===== src/rtl/pwm_fader_pkg.sv =====
// rtl/pwm_fader_pkg.sv - shared state type for the PWM fader
package pwm_fader_pkg;

  localparam int PHASE_W = 3;

  // Encoding is visible on the phase output, so the values are fixed.
  typedef enum logic [PHASE_W-1:0] {
    ST_IDLE    = 3'd0,
    ST_RISE    = 3'd1,
    ST_HOLD_HI = 3'd2,
    ST_FALL    = 3'd3,
    ST_HOLD_LO = 3'd4
  } fader_state_e;

endpackage


===== src/rtl/pwm_fader_if.sv =====
// rtl/pwm_fader_if.sv - control/status bundle between a PWM fader and its host
interface pwm_fader_if #(
  parameter int N      = 8,
  parameter int PRE_W  = 16,
  parameter int HOLD_W = 8
);
  import pwm_fader_pkg::*;

  logic               ena;
  logic [PRE_W-1:0]   prescale;
  logic [N-1:0]       ramp_inc;
  logic [N-1:0]       duty_max;
  logic [HOLD_W-1:0]  hold_cycles;
  logic               step;
  logic [N-1:0]       duty;
  logic               period_done;
  logic [PHASE_W-1:0] phase;

  modport master (
    output ena, prescale, ramp_inc, duty_max, hold_cycles,
    input  step, duty, period_done, phase
  );

  modport slave (
    input  ena, prescale, ramp_inc, duty_max, hold_cycles,
    output step, duty, period_done, phase
  );

endinterface


===== src/rtl/pwm_fader_step_divider.sv =====
// rtl/pwm_fader_step_divider.sv - prescaler producing step strobes and PWM period wrap
module step_divider #(
  parameter int N     = 8,
  parameter int PRE_W = 16
) (
  input  logic             clk,
  input  logic             rst,
  input  logic             clr_i,
  input  logic [PRE_W-1:0] prescale_i,
  output logic             step_o,
  output logic             period_done_o
);

  logic [PRE_W-1:0] pre_cnt_q, pre_cnt_d;
  logic [N-1:0]     step_cnt_q, step_cnt_d;
  logic             step_q, step_d;
  logic             period_done_q, period_done_d;
  logic             strobe;

  // step_cnt advances while a step is on the wire, exactly like the
  // downstream counter, so the flag marks the step that wraps it.
  always_comb begin
    strobe        = (pre_cnt_q == prescale_i);
    pre_cnt_d     = strobe ? '0 : pre_cnt_q + PRE_W'(1);
    step_cnt_d    = step_cnt_q + {{(N-1){1'b0}}, step_q};
    step_d        = strobe;
    period_done_d = strobe && (step_cnt_d == '1);
  end

  always_ff @(posedge clk) begin
    if (rst || clr_i) begin
      pre_cnt_q     <= '0;
      step_cnt_q    <= '0;
      step_q        <= 1'b0;
      period_done_q <= 1'b0;
    end else begin
      pre_cnt_q     <= pre_cnt_d;
      step_cnt_q    <= step_cnt_d;
      step_q        <= step_d;
      period_done_q <= period_done_d;
    end
  end

  assign step_o        = step_q;
  assign period_done_o = period_done_q;

endmodule


===== src/rtl/pwm_fader.sv =====
// rtl/pwm_fader.sv - triangle duty fader with holds at both extremes
module pwm_fader #(
  parameter int N      = 8,
  parameter int PRE_W  = 16,
  parameter int HOLD_W = 8
) (
  input logic        clk,
  input logic        rst,
  pwm_fader_if.slave bus
);
  import pwm_fader_pkg::*;

  fader_state_e      state_q, state_d;
  logic [N-1:0]      duty_q, duty_d;
  logic [HOLD_W-1:0] hold_cnt_q, hold_cnt_d;
  logic [N:0]        rise_sum, fall_diff;
  logic [N-1:0]      rise_duty, fall_duty;
  logic              step, period_done, div_clr;

  assign div_clr = !bus.ena || (state_q == ST_IDLE);

  step_divider #(
    .N     (N),
    .PRE_W (PRE_W)
  ) u_step_divider (
    .clk           (clk),
    .rst           (rst),
    .clr_i         (div_clr),
    .prescale_i    (bus.prescale),
    .step_o        (step),
    .period_done_o (period_done)
  );

  // One extra bit so saturation is judged before truncation.
  always_comb begin
    rise_sum  = {1'b0, duty_q} + {1'b0, bus.ramp_inc};
    rise_duty = (rise_sum > {1'b0, bus.duty_max}) ? bus.duty_max : rise_sum[N-1:0];
    fall_diff = {1'b0, duty_q} - {1'b0, bus.ramp_inc};
    fall_duty = fall_diff[N] ? '0 : fall_diff[N-1:0];
  end

  always_comb begin
    state_d    = state_q;
    duty_d     = duty_q;
    hold_cnt_d = hold_cnt_q;
    if (!bus.ena) begin
      state_d    = ST_IDLE;
      duty_d     = '0;
      hold_cnt_d = '0;
    end else begin
      case (state_q)
        ST_IDLE: begin
          state_d    = ST_RISE;
          duty_d     = '0;
          hold_cnt_d = '0;
        end
        ST_RISE: begin
          if (period_done) begin
            duty_d = rise_duty;
            if (rise_duty == bus.duty_max) begin
              state_d    = ST_HOLD_HI;
              hold_cnt_d = '0;
            end
          end
        end
        ST_HOLD_HI: begin
          if (period_done) begin
            if (duty_q > bus.duty_max) duty_d = bus.duty_max;
            if (hold_cnt_q == bus.hold_cycles) begin
              state_d    = ST_FALL;
              hold_cnt_d = '0;
            end else begin
              hold_cnt_d = hold_cnt_q + HOLD_W'(1);
            end
          end
        end
        ST_FALL: begin
          if (period_done) begin
            duty_d = fall_duty;
            if (fall_duty == '0) begin
              state_d    = ST_HOLD_LO;
              hold_cnt_d = '0;
            end
          end
        end
        ST_HOLD_LO: begin
          if (period_done) begin
            if (hold_cnt_q == bus.hold_cycles) begin
              state_d    = ST_RISE;
              hold_cnt_d = '0;
            end else begin
              hold_cnt_d = hold_cnt_q + HOLD_W'(1);
            end
          end
        end
        default: begin
          state_d    = ST_IDLE;
          duty_d     = '0;
          hold_cnt_d = '0;
        end
      endcase
    end
  end

  always_ff @(posedge clk) begin
    if (rst) begin
      state_q    <= ST_IDLE;
      duty_q     <= '0;
      hold_cnt_q <= '0;
    end else begin
      state_q    <= state_d;
      duty_q     <= duty_d;
      hold_cnt_q <= hold_cnt_d;
    end
  end

  assign bus.step        = step;
  assign bus.duty        = duty_q;
  assign bus.period_done = period_done;
  assign bus.phase       = state_q;

endmodule


===== src/flat_wrapper.sv =====
// flat-port wrapper written by rule: the top's interface ports become plain ports
module pwm_fader_flat import pwm_fader_pkg::*;
#(
  parameter int N      = 8,
  parameter int PRE_W  = 16,
  parameter int HOLD_W = 8
)
  (clk, rst, bus_ena, bus_prescale, bus_ramp_inc, bus_duty_max, bus_hold_cycles, bus_step, bus_duty, bus_period_done, bus_phase);
  pwm_fader_if #(.N(N), .PRE_W(PRE_W), .HOLD_W(HOLD_W)) bus_i ();
  input logic clk;
  input logic rst;
  input wire logic [$bits(bus_i.ena)-1:0] bus_ena;
  input wire logic [$bits(bus_i.prescale)-1:0] bus_prescale;
  input wire logic [$bits(bus_i.ramp_inc)-1:0] bus_ramp_inc;
  input wire logic [$bits(bus_i.duty_max)-1:0] bus_duty_max;
  input wire logic [$bits(bus_i.hold_cycles)-1:0] bus_hold_cycles;
  output wire logic [$bits(bus_i.step)-1:0] bus_step;
  output wire logic [$bits(bus_i.duty)-1:0] bus_duty;
  output wire logic [$bits(bus_i.period_done)-1:0] bus_period_done;
  output wire logic [$bits(bus_i.phase)-1:0] bus_phase;
  assign bus_i.ena = bus_ena;
  assign bus_i.prescale = bus_prescale;
  assign bus_i.ramp_inc = bus_ramp_inc;
  assign bus_i.duty_max = bus_duty_max;
  assign bus_i.hold_cycles = bus_hold_cycles;
  assign bus_step = bus_i.step;
  assign bus_duty = bus_i.duty;
  assign bus_period_done = bus_i.period_done;
  assign bus_phase = bus_i.phase;
  pwm_fader #(.N(N), .PRE_W(PRE_W), .HOLD_W(HOLD_W)) u_core (.clk(clk), .rst(rst), .bus(bus_i));
endmodule

===== config.mk =====
export PLATFORM = sky130hd
export DESIGN_NAME = pwm_fader_flat
export DESIGN_NICKNAME = d
export VERILOG_FILES = /design/src/rtl/pwm_fader_pkg.sv /design/src/rtl/pwm_fader_if.sv /design/src/rtl/pwm_fader_step_divider.sv /design/src/rtl/pwm_fader.sv /design/src/flat_wrapper.sv
export SDC_FILE = /design/constraint.sdc
export NUM_CORES = 1
export LEC_CHECK = 0
export ABC_AREA = 1
export BUFFER_PORTS_ARGS = -buffer_cell sky130_fd_sc_hd__clkbuf_2
export CORE_UTILIZATION = 53
export DETAILED_ROUTE_END_ITERATION = 16
export PLACE_DENSITY = 0.81
export SYNTH_ARGS = -nofsm -noshare
export SYNTH_HDL_FRONTEND = slang
export SYNTH_SLANG_ARGS = --single-unit

===== constraint.sdc =====
create_clock -name clk -period 3.6 [get_ports clk]
set_input_delay 0.54 -clock clk [delete_from_list [all_inputs] [get_ports clk]]
set_output_delay 0.54 -clock clk [all_outputs]
set_load 0.01 [all_outputs]

## Yosys cells after proc, flatten, opt, wreduce, memory -nomap -nowiden

Cells that the tools add are included.
W data, S select, Z words.

| operators by class | value |
|---|---|
| reductions and logical operators | 12 |
| div/mod/pow operators | 0 |
| eq/ne operators | 18 |
| mux-type cells | 23 |
| bitwise logic cells | 2 |
| magnitude comparators | 2 |
| shift operators | 0 |
| multipliers | 0 |
| add/sub/neg operators | 5 |

Operators by type and width:

| kind | number |
|---|---|
| $mux W8 | 12 |
| $pmux W8 S4 | 1 |
| $mux W3 | 8 |
| $pmux W8 S3 | 1 |
| $add A16 B1 Y16 const B | 1 |
| $eq A16 B16 Y1 | 1 |
| $eq A8 B8 Y1 | 2 |
| $pmux W3 S5 | 1 |
| $ne A2 B1 Y1 const B | 6 |
| $reduce_and A5 Y1 | 2 |
| $add A8 B8 Y9 | 1 |
| $gt A9 B8 Y1 | 1 |
| $sub A8 B8 Y9 | 1 |
| $add A8 B1 Y8 | 1 |
| $add A8 B1 Y8 const B | 1 |
| $eq A8 B8 Y1 const B | 1 |
| $gt A8 B8 Y1 | 1 |
| $logic_not A8 Y1 | 1 |
| $ne A2 B2 Y1 const B | 4 |
| $reduce_and A8 Y1 | 1 |
| $eq A3 B2 Y1 const B | 2 |
| $reduce_or A2 Y1 | 3 |
| $eq A3 B1 Y1 const B | 1 |
| $eq A3 B3 Y1 const B | 1 |
| 5 further kinds | 7 |

| word-level totals | value |
|---|---|
| bits in writable memories | 0 |
| register bits | 45 |
| word-level logic and storage cells | 69 |
| bits in read-only memories | 0 |
| latch bits | 0 |
| memories | 0 |

## Longest topological paths before layout

| depth | value |
|---|---|
| word-level depth | 7 |
| mapped depth | 28 |
| depth with buffers taken out | 26 |

## Cells and area by module

From an unflattened synthesis, not the netlist that was laid out.

| unflattened totals | value |
|---|---|
| cell total of the unflattened synthesis | 698 |
| area, all modules | 4366.7 um2 |

By module, submodules not included:

| module | cells an instance | seq. area each (um2) | times used | area an instance (um2) |
|---|---|---|---|---|
| pwm_fader | 448 | 380.4 | 1 | 2831.5 |
| step_divider | 250 | 520.5 | 1 | 1535.2 |

## Worst setup path after synthesis

No wires, ideal clock.

| timing path | value |
|---|---|
| path type | input port to flip-flop |
| from | input bus_ramp_inc[0] |
| to | register u_core.hold_cnt_q[0] |
| setup time | 0.110 ns |
| data required time | 3.490 ns |
| path buffers | 2 |
| setup slack | 0.210 ns |
| stages | 25 |
| arrival time | 3.280 ns |
| cell sequence | ha_1 > inv_1 > fa_1 > o21ai_2 > xor2_1 > ha_1 > nand2_1 > nor2_1 > nand2_1 > nand3_1 > nand2_1 > nand2_1 > nand2_1 > nand2_1 > nand2_2 > buf_2 > nand4_1 > nand2_1 > nor2_2 > nand2_2 > o21ai_4 > buf_6 > nand4_1 > nand2_1 > nor2_1 |

| between the ends | value |
|---|---|
| longest elaborated chain between the ends | 6 |

RTL lines:

| element | RTL line | source |
|---|---|---|
| start, declared | flat_wrapper.sv:14 | `input wire logic [$bits(bus_i.ramp_inc)-1:0] bus_ramp_inc;` |
| $add A8 B8 Y9 | pwm_fader.sv:36 | `rise_sum = {1'b0, duty_q} + {1'b0, bus.ramp_inc};` |
| $gt A9 B8 Y1 | pwm_fader.sv:37 | `rise_duty = (rise_sum > {1'b0, bus.duty_max}) ? bus.duty_max : rise_sum[N-1:0];` |
| $mux W8 | pwm_fader.sv:37 |  |
| $eq A8 B8 Y1 | pwm_fader.sv:60 | `if (rise_duty == bus.duty_max) begin` |
| $ne A2 B1 Y1 (no line) | - |  |
| $reduce_and A5 Y1 (no line) * | - |  |
| end signal, assigned | pwm_fader.sv:113 | `hold_cnt_q <= hold_cnt_d;` |
| end, declared | pwm_fader.sv:15 | `logic [HOLD_W-1:0] hold_cnt_q, hold_cnt_d;` |

Every way passes the cells marked *; elsewhere a longest branch is shown, timed or not.
A chain may end at the register's enable or synchronous reset.

## Worst setup path after layout

| timing path | value |
|---|---|
| from | register u_core.duty_q[0], in the netlist u_core.bus.duty[0] |
| to | register u_core.hold_cnt_q[0] |

| between the ends | value |
|---|---|
| longest elaborated chain between the ends | 6 |

RTL lines:

| element | RTL line | source |
|---|---|---|
| start, declared | pwm_fader.sv:14 | `logic [N-1:0] duty_q, duty_d;` |
| start signal, assigned | pwm_fader.sv:112 | `duty_q <= duty_d;` |
| $add A8 B8 Y9 | pwm_fader.sv:36 |  |
| $gt A9 B8 Y1 | pwm_fader.sv:37 |  |
| $mux W8 | pwm_fader.sv:37 |  |
| $eq A8 B8 Y1 | pwm_fader.sv:60 |  |
| $ne A2 B1 Y1 (no line) | - |  |
| $reduce_and A5 Y1 (no line) * | - |  |

Marked as above.

==> flow_metrics.tcl <==
set metrics [dict create \
    outcome "finished, final reports clean" \
    clkSinkCount 45 \
    grt_pass1_vias 3784 \
    area_growth_pct 21.4 \
    fp.dieH_um 88.5 \
    cts_buffer_depth 2 \
    maxSlewViolCount 0 \
    hold_slack_ns 0.487 \
    grt_pass1_wl_mm 16.6 \
    tritoncts "built" \
    worstPathRequired_ns 3.84 \
    synth-main-ff-cell "dfxtp_1" \
    vias 4227 \
    hold_viol_final 0 \
    nets 767 \
    peakVddDrop_v 0.000336 \
    dieWidth_um 88.5 \
    synth_nets 680 \
    p_comb_share_pct 61.6 \
    max_cap_violations 0 \
    postPlaceCellArea_sq_um 4500 \
    io_pins 56 \
    max_freq_mhz 289 \
    dp_hpwl_mm 8.09 \
    drt-pass1-iter-count 5 \
    cp-start-kind "flip-flop" \
    setup_viol 0 \
    seq_area_frac_synth_pct 22.7 \
    clock-root-buffer "clkbuf_8" \
    start_util_pct 54.7 \
    syn_area_per_cell_sq_um 6.62 \
    synth_cell_types 49 \
    pwr-share-clk_pct 15.3 \
    antennaDiodeCount 0 \
    post-route-period-util_pct 96.0 \
    numCtsBuffers 5 \
    synthCells 599 \
    hold_path_class "flip-flop to flip-flop" \
    insertion_delay_ns 0.31 \
    relSlewSlack_pct 64.9 \
    critPathCaptureType "flip-flop" \
    nFillCells 635 \
    die_area_sq_um 7840 \
    antenna_found_initial 0 \
    critPathMaxFanout 8 \
    power_switching_mw 1.29 \
    power_frac_seq_pct 23.1 \
    first_iter_violations 404 \
    fin_skew_ns 0.0110 \
    antenna_left 0 \
    synth_area_sq_um 3970 \
    wl_per_cell_um 13.3 \
    p_sw_share_pct 48.2 \
    internal-power_mw 1.39 \
    clk_pin_slew_ns 0.10 \
    yosys_warnings 0 \
    ys_ff_latch 45 \
    final_area_sq_um 4820 \
    fin_crit_ns 3.46 \
    wl_mm 10.4 \
    io_buffer_count 55 \
    coreArea_sq_um 7250 \
    drive_above_1_share_pct 22.3 \
    power_density_nw_per_um2 557 \
    rows 31 \
    route.detailed.drc 0 \
    leakage_nw 2.37 \
    place.gp.congestion 0.942 \
    gr-total-overflow 0 \
    cts-htree-levels 2 \
    viasPerCell 5.38 \
    critPathArrivalTime_ns 3.70 \
    worstMarginPinSlew_ns 0.524 \
    criticalPathCategory "flip-flop to flip-flop" \
    hold_buffers 0 \
    grt_use_total_pct 26.9 \
    grt_max_degree 18 \
    asyncSetResetFlopFracSynth_pct 0 \
    synth_edf_count 0 \
]
## area by class of cell
cell class | instances | area [sq um] | share of cell area [%]
inverters | 103 | 388 | 8.05
clock inverters | 3 | 50.0 | 1.04
multi-input cells | 443 | 2750 | 57.0
clock buffers | 5 | 68.8 | 1.43
repair buffers | 88 | 534 | 11.1
well taps | 99 | 124 | 2.57
flip-flops and latches | 45 | 907 | 18.8
## state kept, by name (all words and copies together), names as in the netlist
signal                               flops
u_core.u_step_divider.pre_cnt_q         16
u_core.bus.duty                          8
u_core.hold_cnt_q                        8
u_core.u_step_divider.step_cnt_q         8
u_core.bus.phase                         3
u_core.u_step_divider.period_done_o      1
u_core.u_step_divider.step_o             1
## worst paths after layout
kind,from,to,slack [ns],cells after the start
worst max-delay path,u_core.bus.duty[0],u_core.hold_cnt_q[0],0.14,22
worst min register to register,u_core.u_step_divider.pre_cnt_q[0],u_core.u_step_divider.pre_cnt_q[0],0.49,1
worst min-delay path,u_core.u_step_divider.pre_cnt_q[0],u_core.u_step_divider.pre_cnt_q[0],0.49,1
worst max register to register,u_core.bus.duty[0],u_core.hold_cnt_q[0],0.14,22
## power groups by stage
stage / clock, mW / sequential, mW / combinational, mW
2_1_floorplan: 0 / 0.632 / 1.09
3_3_place_gp: 0 / 0.625 / 1.43
3_5_place_dp: 0 / 0.628 / 1.46
4_1_cts: 0.413 / 0.616 / 1.50
5_1_grt: 0.431 / 0.626 / 1.86
6_report: 0.411 / 0.619 / 1.65
## metrics by stage
stage	TNS [ns]	util [%]	setup slack, ns	instances	power [mW]
final	0	66.4	0.143	786	2.68
after CTS	0	63.9	0.00694	780	2.53
after detailed placement	-3.11	62.0	-0.281	769	2.09
after floorplan	0	-	0.210	599	1.72
after global routing	-0.334	66.4	-0.0422	786	2.92
after global placement	-0.406	62.0	-0.0491	769	2.06
## repair_timing
| action | in CTS | in global routing |
|---|---|---|
| gates resized for setup | 0 | 36 |
| endpoints found under the setup margin | 10 | 19 |
| pin swaps | 1 | 25 |
| cloned | 0 | 2 |
| buffers inserted | 3 | 4 |
## Yosys cell counts (2+ instances only)
library cell / count / share of area (%)
fa_1: 2 / 1.0
o22ai_1: 5 / 0.79
buf_6: 3 / 0.85
ha_1: 36 / 11
nor3b_1: 4 / 0.76
nand3b_1: 3 / 0.57
inv_1: 94 / 8.9
inv_2: 5 / 0.47
o221ai_1: 3 / 0.66
clkbuf_1: 2 / 0.19
xor2_1: 20 / 4.4
nand2_1: 125 / 12
a21oi_1: 35 / 4.4
o21ai_0: 17 / 2.1
dfxtp_1: 45 / 23
xnor2_1: 11 / 2.4
nand3_1: 24 / 3.0
nor3_1: 8 / 1.0
clkinv_1: 3 / 0.28
buf_2: 5 / 0.63
o21a_1: 3 / 0.57
o21ai_1: 5 / 0.63
nand4_1: 38 / 6.0
nor4_1: 5 / 0.79
nand2_2: 5 / 0.79
o211ai_1: 2 / 0.38
nor2_2: 2 / 0.32
or2_2: 8 / 1.3
nor2_1: 61 / 5.8
## cells by family (layout without fill, tap and decap cells)
kind of cell | count (synthesis) | count (layout) | synth area share (%)
DFF | 45 | 45 | 22.7
xor gates and xnor gates | 32 | 32 | 7.25
buffers and inverters | 113 | 199 | 11.4
AOI/OAI and AO/OA | 80 | 80 | 12.0
and+or+nand+nor | 291 | 293 | 34.2
adders and majority gates | 38 | 38 | 12.4
## layer usage
layer / vias to the layer above / track usage [%] / wire length (um)
met2: 174 / 47.8 / 5060
met3: 15 / 4.20 / 692
met4: 0 / 5.57 / 102
met1: 1902 / 34.3 / 4580
met5: - / 0 / 0
li1: 2136 / - / -
## placed cells by master, fill, tap and decap left out, drive strengths merged, types with 2 or more instances in the layout
cell / Yosys / routed
a21oi: 37 / 37
inv: 99 / 100
nor4: 5 / 5
o211ai: 2 / 2
clkinv: 4 / 5
o21a: 3 / 3
nor2: 64 / 64
ha: 36 / 36
nand3b: 3 / 3
dfxtp: 45 / 45
clkbuf: 2 / 60
fa: 2 / 2
nor3: 9 / 9
nand2: 130 / 132
nand4: 38 / 38
buf: 8 / 33
xnor2: 11 / 11
nor3b: 4 / 4
o221ai: 3 / 3
xor2: 21 / 21
o22ai: 5 / 5
o21ai: 24 / 24
nand3: 26 / 26
or2: 10 / 10
## critical path, stage by stage (launching register included)
cell,delay [ns]
dfxtp_4,0.39
ha_4,0.13
inv_1,0.05
fa_2,0.42
o21ai_4,0.17
nand2_2,0.10
nand2_2,0.08
xor2_2,0.20
ha_1,0.29
nand2_1,0.08
inv_1,0.05
nand4_1,0.24
nand2_4,0.13
nand4_1,0.10
nand2_1,0.08
nor2_2,0.12
nand2_2,0.08
o21ai_4,0.20
buf_6,0.13
nand3_4,0.12
nand2_2,0.10
inv_1,0.04
nor2_1,0.09
Note: power is estimated with default switching activity, not from simulation.
